==> src/rtl/demux1to2_stream_if.sv <==
// Handshake bundle for demux1to2_stream: one source port and two sink ports.
// The DUT takes the slave view; the source/sink environment takes the master view.
interface demux1to2_stream_if #(
    parameter int WIDTH = 32
);
    logic             in_valid;
    logic             in_ready;
    logic [WIDTH-1:0] in_data;
    logic             sel;
    logic             out1_valid;
    logic             out1_ready;
    logic [WIDTH-1:0] out1_data;
    logic             out2_valid;
    logic             out2_ready;
    logic [WIDTH-1:0] out2_data;

    modport slave (
        input  in_valid,
        input  in_data,
        input  sel,
        input  out1_ready,
        input  out2_ready,
        output in_ready,
        output out1_valid,
        output out1_data,
        output out2_valid,
        output out2_data
    );

    modport master (
        output in_valid,
        output in_data,
        output sel,
        output out1_ready,
        output out2_ready,
        input  in_ready,
        input  out1_valid,
        input  out1_data,
        input  out2_valid,
        input  out2_data
    );
endinterface

==> src/rtl/demux1to2_stream.sv <==
// Registered 1-to-2 word-stream demultiplexer with a one-entry register per sink.
// Define DEMUX_COUNT_EN to build the per-sink 16-bit delivery counters.
module demux1to2_stream #(
    parameter int WIDTH = 32
) (
    input  logic              clk,
    input  logic              rst_n,
    demux1to2_stream_if.slave bus,
    output logic [15:0]       cnt1,
    output logic [15:0]       cnt2
);
    logic             full1;
    logic             full2;
    logic [WIDTH-1:0] data1;
    logic [WIDTH-1:0] data2;
    logic             sel_ready;
    logic             accept;
    logic             load1;
    logic             load2;
    logic             deliver1;
    logic             deliver2;

    // Only the selected sink can stall the source.
    assign sel_ready = bus.sel ? (!full2 || bus.out2_ready)
                               : (!full1 || bus.out1_ready);

    assign accept   = bus.in_valid && sel_ready;
    assign load1    = accept && !bus.sel;
    assign load2    = accept && bus.sel;
    assign deliver1 = full1 && bus.out1_ready;
    assign deliver2 = full2 && bus.out2_ready;

    assign bus.in_ready   = sel_ready;
    assign bus.out1_valid = full1;
    assign bus.out1_data  = data1;
    assign bus.out2_valid = full2;
    assign bus.out2_data  = data2;

    always_ff @(posedge clk or negedge rst_n) begin
        if (!rst_n) begin
            full1 <= 1'b0;
            data1 <= '0;
        end else begin
            full1 <= load1 || (full1 && !deliver1);
            if (load1) begin
                data1 <= bus.in_data;
            end
        end
    end

    always_ff @(posedge clk or negedge rst_n) begin
        if (!rst_n) begin
            full2 <= 1'b0;
            data2 <= '0;
        end else begin
            full2 <= load2 || (full2 && !deliver2);
            if (load2) begin
                data2 <= bus.in_data;
            end
        end
    end

`ifdef DEMUX_COUNT_EN
    logic [15:0] count1;
    logic [15:0] count2;

    always_ff @(posedge clk or negedge rst_n) begin
        if (!rst_n) begin
            count1 <= 16'h0000;
            count2 <= 16'h0000;
        end else begin
            if (deliver1) begin
                count1 <= count1 + 16'd1;
            end
            if (deliver2) begin
                count2 <= count2 + 16'd1;
            end
        end
    end

    assign cnt1 = count1;
    assign cnt2 = count2;
`else
    assign cnt1 = 16'h0000;
    assign cnt2 = 16'h0000;
`endif
endmodule

==> src/flat_wrapper.sv <==
// flat-port wrapper written by rule: the top's interface ports become plain ports
module demux1to2_stream_flat 
#(
    parameter int WIDTH = 32
)
  (clk, rst_n, cnt1, cnt2, bus_in_valid, bus_in_data, bus_sel, bus_out1_ready, bus_out2_ready, bus_in_ready, bus_out1_valid, bus_out1_data, bus_out2_valid, bus_out2_data);
  demux1to2_stream_if #(.WIDTH(WIDTH)) bus_i ();
  input  logic clk;
  input  logic rst_n;
  output logic [15:0] cnt1;
  output logic [15:0] cnt2;
  input wire logic [$bits(bus_i.in_valid)-1:0] bus_in_valid;
  input wire logic [$bits(bus_i.in_data)-1:0] bus_in_data;
  input wire logic [$bits(bus_i.sel)-1:0] bus_sel;
  input wire logic [$bits(bus_i.out1_ready)-1:0] bus_out1_ready;
  input wire logic [$bits(bus_i.out2_ready)-1:0] bus_out2_ready;
  output wire logic [$bits(bus_i.in_ready)-1:0] bus_in_ready;
  output wire logic [$bits(bus_i.out1_valid)-1:0] bus_out1_valid;
  output wire logic [$bits(bus_i.out1_data)-1:0] bus_out1_data;
  output wire logic [$bits(bus_i.out2_valid)-1:0] bus_out2_valid;
  output wire logic [$bits(bus_i.out2_data)-1:0] bus_out2_data;
  assign bus_i.in_valid = bus_in_valid;
  assign bus_i.in_data = bus_in_data;
  assign bus_i.sel = bus_sel;
  assign bus_i.out1_ready = bus_out1_ready;
  assign bus_i.out2_ready = bus_out2_ready;
  assign bus_in_ready = bus_i.in_ready;
  assign bus_out1_valid = bus_i.out1_valid;
  assign bus_out1_data = bus_i.out1_data;
  assign bus_out2_valid = bus_i.out2_valid;
  assign bus_out2_data = bus_i.out2_data;
  demux1to2_stream #(.WIDTH(WIDTH)) u_core (.clk(clk), .rst_n(rst_n), .bus(bus_i), .cnt1(cnt1), .cnt2(cnt2));
endmodule
==> config.mk <==
export PLATFORM = sky130hd
export DESIGN_NAME = demux1to2_stream_flat
export DESIGN_NICKNAME = d
export VERILOG_FILES = /design/src/rtl/demux1to2_stream_if.sv /design/src/rtl/demux1to2_stream.sv /design/src/flat_wrapper.sv
export SDC_FILE = /design/constraint.sdc
export NUM_CORES = 1
export LEC_CHECK = 0
export ABC_AREA = 1
export CORE_MARGIN = 4
export CORE_UTILIZATION = 41
export CTS_CLUSTER_DIAMETER = 80
export DETAILED_ROUTE_END_ITERATION = 16
export PLACE_DENSITY = 0.8
export REMOVE_ABC_BUFFERS = 1
export SYNTH_ARGS = -nofsm -noshare
export SYNTH_HDL_FRONTEND = slang
export SYNTH_SLANG_ARGS = --single-unit
export TNS_END_PERCENT = 100
==> constraint.sdc <==
create_clock -name clk -period 1.4 [get_ports clk]
set_input_delay 0.28 -clock clk [delete_from_list [all_inputs] [get_ports clk]]
set_output_delay 0.28 -clock clk [all_outputs]
set_load 0.005 [all_outputs]
# Word level (Yosys, flattened, before mapping)

Cells that the tools add are included.

Bits in registers: 66
Bits of input ports: 38
Output and inout port bits: 99
Word-level logic and storage cells: 21

Multiplexer cells: 1
Reduce and logical (&&, ||, !) cells: 16

Operators with widths:

| operator          | number |
|---|---|
| 1-bit logical AND | 7 |
| 1-bit zero test   | 5 |
| 1-bit logical OR  | 4 |
| 1-bit 2-to-1 mux  | 1 |

# Depth between registers and ports, before layout

Gate-level depths: netlist (run 1).

Depth in word-level cells: 6
Depth in mapped cells: 6
Gate-level depth less buffers: 5

# Least setup slack after synthesis (run 1)

Ideal clock, no wire load.

Path kind: flip-flop to output port
Start point: register u_core.full2, in the netlist u_core.bus.out2_valid
End point: output bus_in_ready
Data arrival time: 923 ps
Path slack: 197 ps
Cell stages (with the launch flop): 5
Path buffers: 1
Path through: dfrtp_1 > nand2_2 > clkbuf_1 > nand2_1 > nand2_1

Longest elaborated chain between the ends: 3

RTL lines:

| item                   | RTL line               | RTL |
|---|---|---|
| from (decl)            | demux1to2_stream.sv:13 | `logic full2;` |
| from (signal assigned) | demux1to2_stream.sv:56 | `full2 <= load2 \|\| (full2 && !deliver2);` |
| 1-bit zero test        | demux1to2_stream.sv:24 | `assign sel_ready = bus.sel ? (!full2 \|\| bus.out2_ready)` |
| 1-bit logical OR       | demux1to2_stream.sv:24 |  |
| 1-bit 2-to-1 mux       | demux1to2_stream.sv:24 |  |
| to (decl)              | flat_wrapper.sv:17     | `output wire logic [$bits(bus_i.in_ready)-1:0] bus_in_ready;` |

No other way between the ends.

# Worst setup path after layout (run 1)

Start point: register u_core.full1, in the netlist u_core.bus.out1_valid
End point: output bus_in_ready

Longest elaborated chain between the ends: 3

RTL lines:

| item                   | RTL line               | RTL |
|---|---|---|
| from (decl)            | demux1to2_stream.sv:12 | `logic full1;` |
| from (signal assigned) | demux1to2_stream.sv:44 | `full1 <= load1 \|\| (full1 && !deliver1);` |
| 1-bit zero test        | demux1to2_stream.sv:25 | `: (!full1 \|\| bus.out1_ready);` |
| 1-bit logical OR       | demux1to2_stream.sv:25 |  |
| 1-bit 2-to-1 mux       | demux1to2_stream.sv:24 |  |

No other way between the ends.

==> results of run 1 <==
[kinds of logic after synthesis]
group	Yosys count	synth area share, %
simple gates	201	31.3
flops	66	55.8
buf+inv	61	12.8
other cells	1	0.127
[synthesized netlist by cell type, drive strengths merged]
master / number / area share (%)
buf: 53 / 12
clkbuf: 5 / 0.63
conb: 1 / 0.13
dfrtp: 66 / 56
inv: 3 / 0.38
nand2: 135 / 17
nand3: 2 / 0.51
nand4: 64 / 14
[metrics by stage]
step                hold slack [ns]  total power, mW
floorplan                   -0.0156             2.75
global placement              0.320             3.69
detailed placement            0.325             3.73
CTS                           0.471             4.94
global route                  0.492             5.19
finish                        0.466             4.89
[path summary, 6_finish.rpt]
path	start	endpoint	slack, ns
min in group asynchronous	rst_n	u_core.bus.out2_data[23]	0.53
min reg2reg	u_core.bus.out1_data[21]	u_core.bus.out1_data[21]	0.47
min	u_core.bus.out1_data[21]	u_core.bus.out1_data[21]	0.47
max reg2reg	u_core.bus.out2_valid	u_core.bus.out2_data[18]	0.14
max in group asynchronous	rst_n	u_core.bus.out2_data[9]	0.60
max	u_core.bus.out1_valid	bus_in_ready	0.11
[what timing repair did]
| action | in CTS | in global routing |
|---|---|---|
| hold endpoints to repair | 66 | 0 |
| buffers inserted | 9 | 0 |
| pin swaps | 0 | 1 |
| setup endpoints to repair | 99 | 33 |
| gates resized for setup | 71 | 5 |
| hold buffers | 1 | 0 |
[power breakdown]
part / switching [mW] / leakage (nW) / internal [mW]
logic: 0.561 / 1.39 / 0.596
registers: 0.162 / 0.818 / 2.21
clock network: 0.675 / 0.0872 / 0.685
total: 1.40 / 2.29 / 3.49
[cells in the final DEF, fill, tap and decap left out]
cell type        instances
clkinv_2                 3
clkdlybuf4s50_1         32
nand2_2                  2
clkbuf_8                10
buf_4                   22
buf_2                    3
conb_1                  32
dlymetal6s2s_1           2
nand2_1                133
nand3_2                  2
nand4_1                 64
diode_2                  1
inv_1                    1
dfrtp_1                 66
buf_12                   2
inv_2                    2
dlygate4sd3_1            1
clkbuf_1                 3
dlygate4sd2_1           67
[worst reg2reg max path, delay by kind of cell, from the launching register on]
family	cells	cell delay (ns)
AND/OR/NAND/NOR	4	0.34
flip-flops	1	0.38
buffers and inverters	2	0.42
[state kept, by name, summed over array words and instances (netlist names)]
| signal | cells |
|---|---|
| u_core.bus.out2_valid | 1 |
| u_core.bus.out1_valid | 1 |
| u_core.bus.out2_data | 32 |
| u_core.bus.out1_data | 32 |
[layer usage]
layer  up-vias  track usage [%]  part of all wire, %
met5         -                0                    0
li1       1267                -                    -
met2       119             33.3                   52
met4         0             7.08                 0.64
met3         7             4.63                  7.6
met1      1248             24.3                   40
[layout make-up]
class / count / area share [%]
inverters: 3 / 0.270
clock buffers: 13 / 3.58
clock inverters: 3 / 0.361
repair buffers: 129 / 27.9
well taps: 96 / 2.88
diodes: 1 / 0.0601
multi-input cells: 233 / 25.3
flip-flops and latches: 66 / 39.7
==> out/qor.txt, run 1 <==
Crit-path max FO -> 2
Share of layout cells above drive strength 1 -> 10.3%
Filler cells -> 643
TritonCTS clock tree -> built
Fin util -> 60.3%
Setup WS pre-CTS -> -0.399 ns
Multi-input gate area -> 1050 um2
Cell depth of the worst flop-to-flop path -> 6
Initial core utilization -> 42.8%
I/O pin count -> 137
Congestion Overflow GR -> 0
Worst path buffer plus inverter count -> 1
Placer Congestion -> 0.741
Skew final -> 0.00669 ns
Critical path's top delay family -> flip-flops
Mean Syn Cell Area -> 8.99 um2
Vias in the first global route -> 2696
Vias -> 2641
Post-route ant nets -> 0
Worst path max stage delay -> 0.39 ns
VDD IR-drop max -> 501 uV
CTS Root Buffer Type -> clkbuf_8
H-tree levels -> 3
FF+latch count, synth -> 66
Critical Path Sink Type -> primary output
Worst Path Required -> 1.12 ns
Routed vias/inst -> 4.85
Total wire length -> 8.14 mm
Worst Hold Class -> flop to flop
Number of antenna violations at the first check in global routing -> 1
Setup crit start kind -> flop
Crit path arrival time -> 1.01 ns
Routed length per instance -> 15.0 um
# rows -> 30
Die area -> 8640 um2
Layout area overhead -> 40.8%
Levels on crit path -> 4
RSZ-0062 raised after global routing -> no
Setup TNS -> 0 ns
LEAKAGE -> 2.29 nW
DRT Pass-1 Iters -> 4
CTS Buffer Depth -> 2
Seq/Total Area, Yosys -> 55.8%
Placed Area -> 4000 um2
Buffers on Ports -> 104
CTS Buf Count -> 9
CP Class -> flop to primary output
Reg area -> 1650 um2
First-pass GRT wire length -> 13.4 mm
F_max -> 778 MHz
Core area -> 6910 um2
Power per Cell Area -> 1170 nW/um2
Clk sink count -> 66
Final worst slack -> 0.114 ns
Post-Synthesis Cell Area -> 2960 um2
Run status -> complete, no violations
Largest net degree at the start of global routing -> 67
Final Cell Area -> 4160 um2
Die Y-Extent -> 92.9 um
Hpwl dp -> 5.41 mm
Gr usage total -> 19.6%
Die X -> 92.9 um
Final Hold Fails -> 0
Period minus WS final -> 1.29 ns
Initial DRC count -> 112
Top cell by count, worst path -> nand2_1
Tcrit/Tclk final -> 91.9%
Fin cells -> 544
Synth warn -> 0
Max-capacitance violation count -> 0
Hold depth -> 2
Cells after DPL -> 517
Clock-pin slew of the registers on the worst-case setup and hold paths -> 0.07 ns
Setup violators final -> 0
Slew Limit Fails -> 0
Nets -> 480
Post-synthesis cell count -> 329
Clk Latency, worst-skew pair -> 0.32 ns
Remaining routing DRC violations -> 0
Synth cell types -> 12
Cell Chain, Critical Path -> nand2_2, nand2_1, nand2_1, buf_2
Slowest-stage cell, CP -> dfrtp_1
Note: power is estimated with default switching activity, not from simulation.
==> inputs of run 2 (changes only) <==
Settings changed: CAP_MARGIN set to 20.
==> results of run 2 <==
No change in the layout: final DEF, timing and power equal those of run 1.
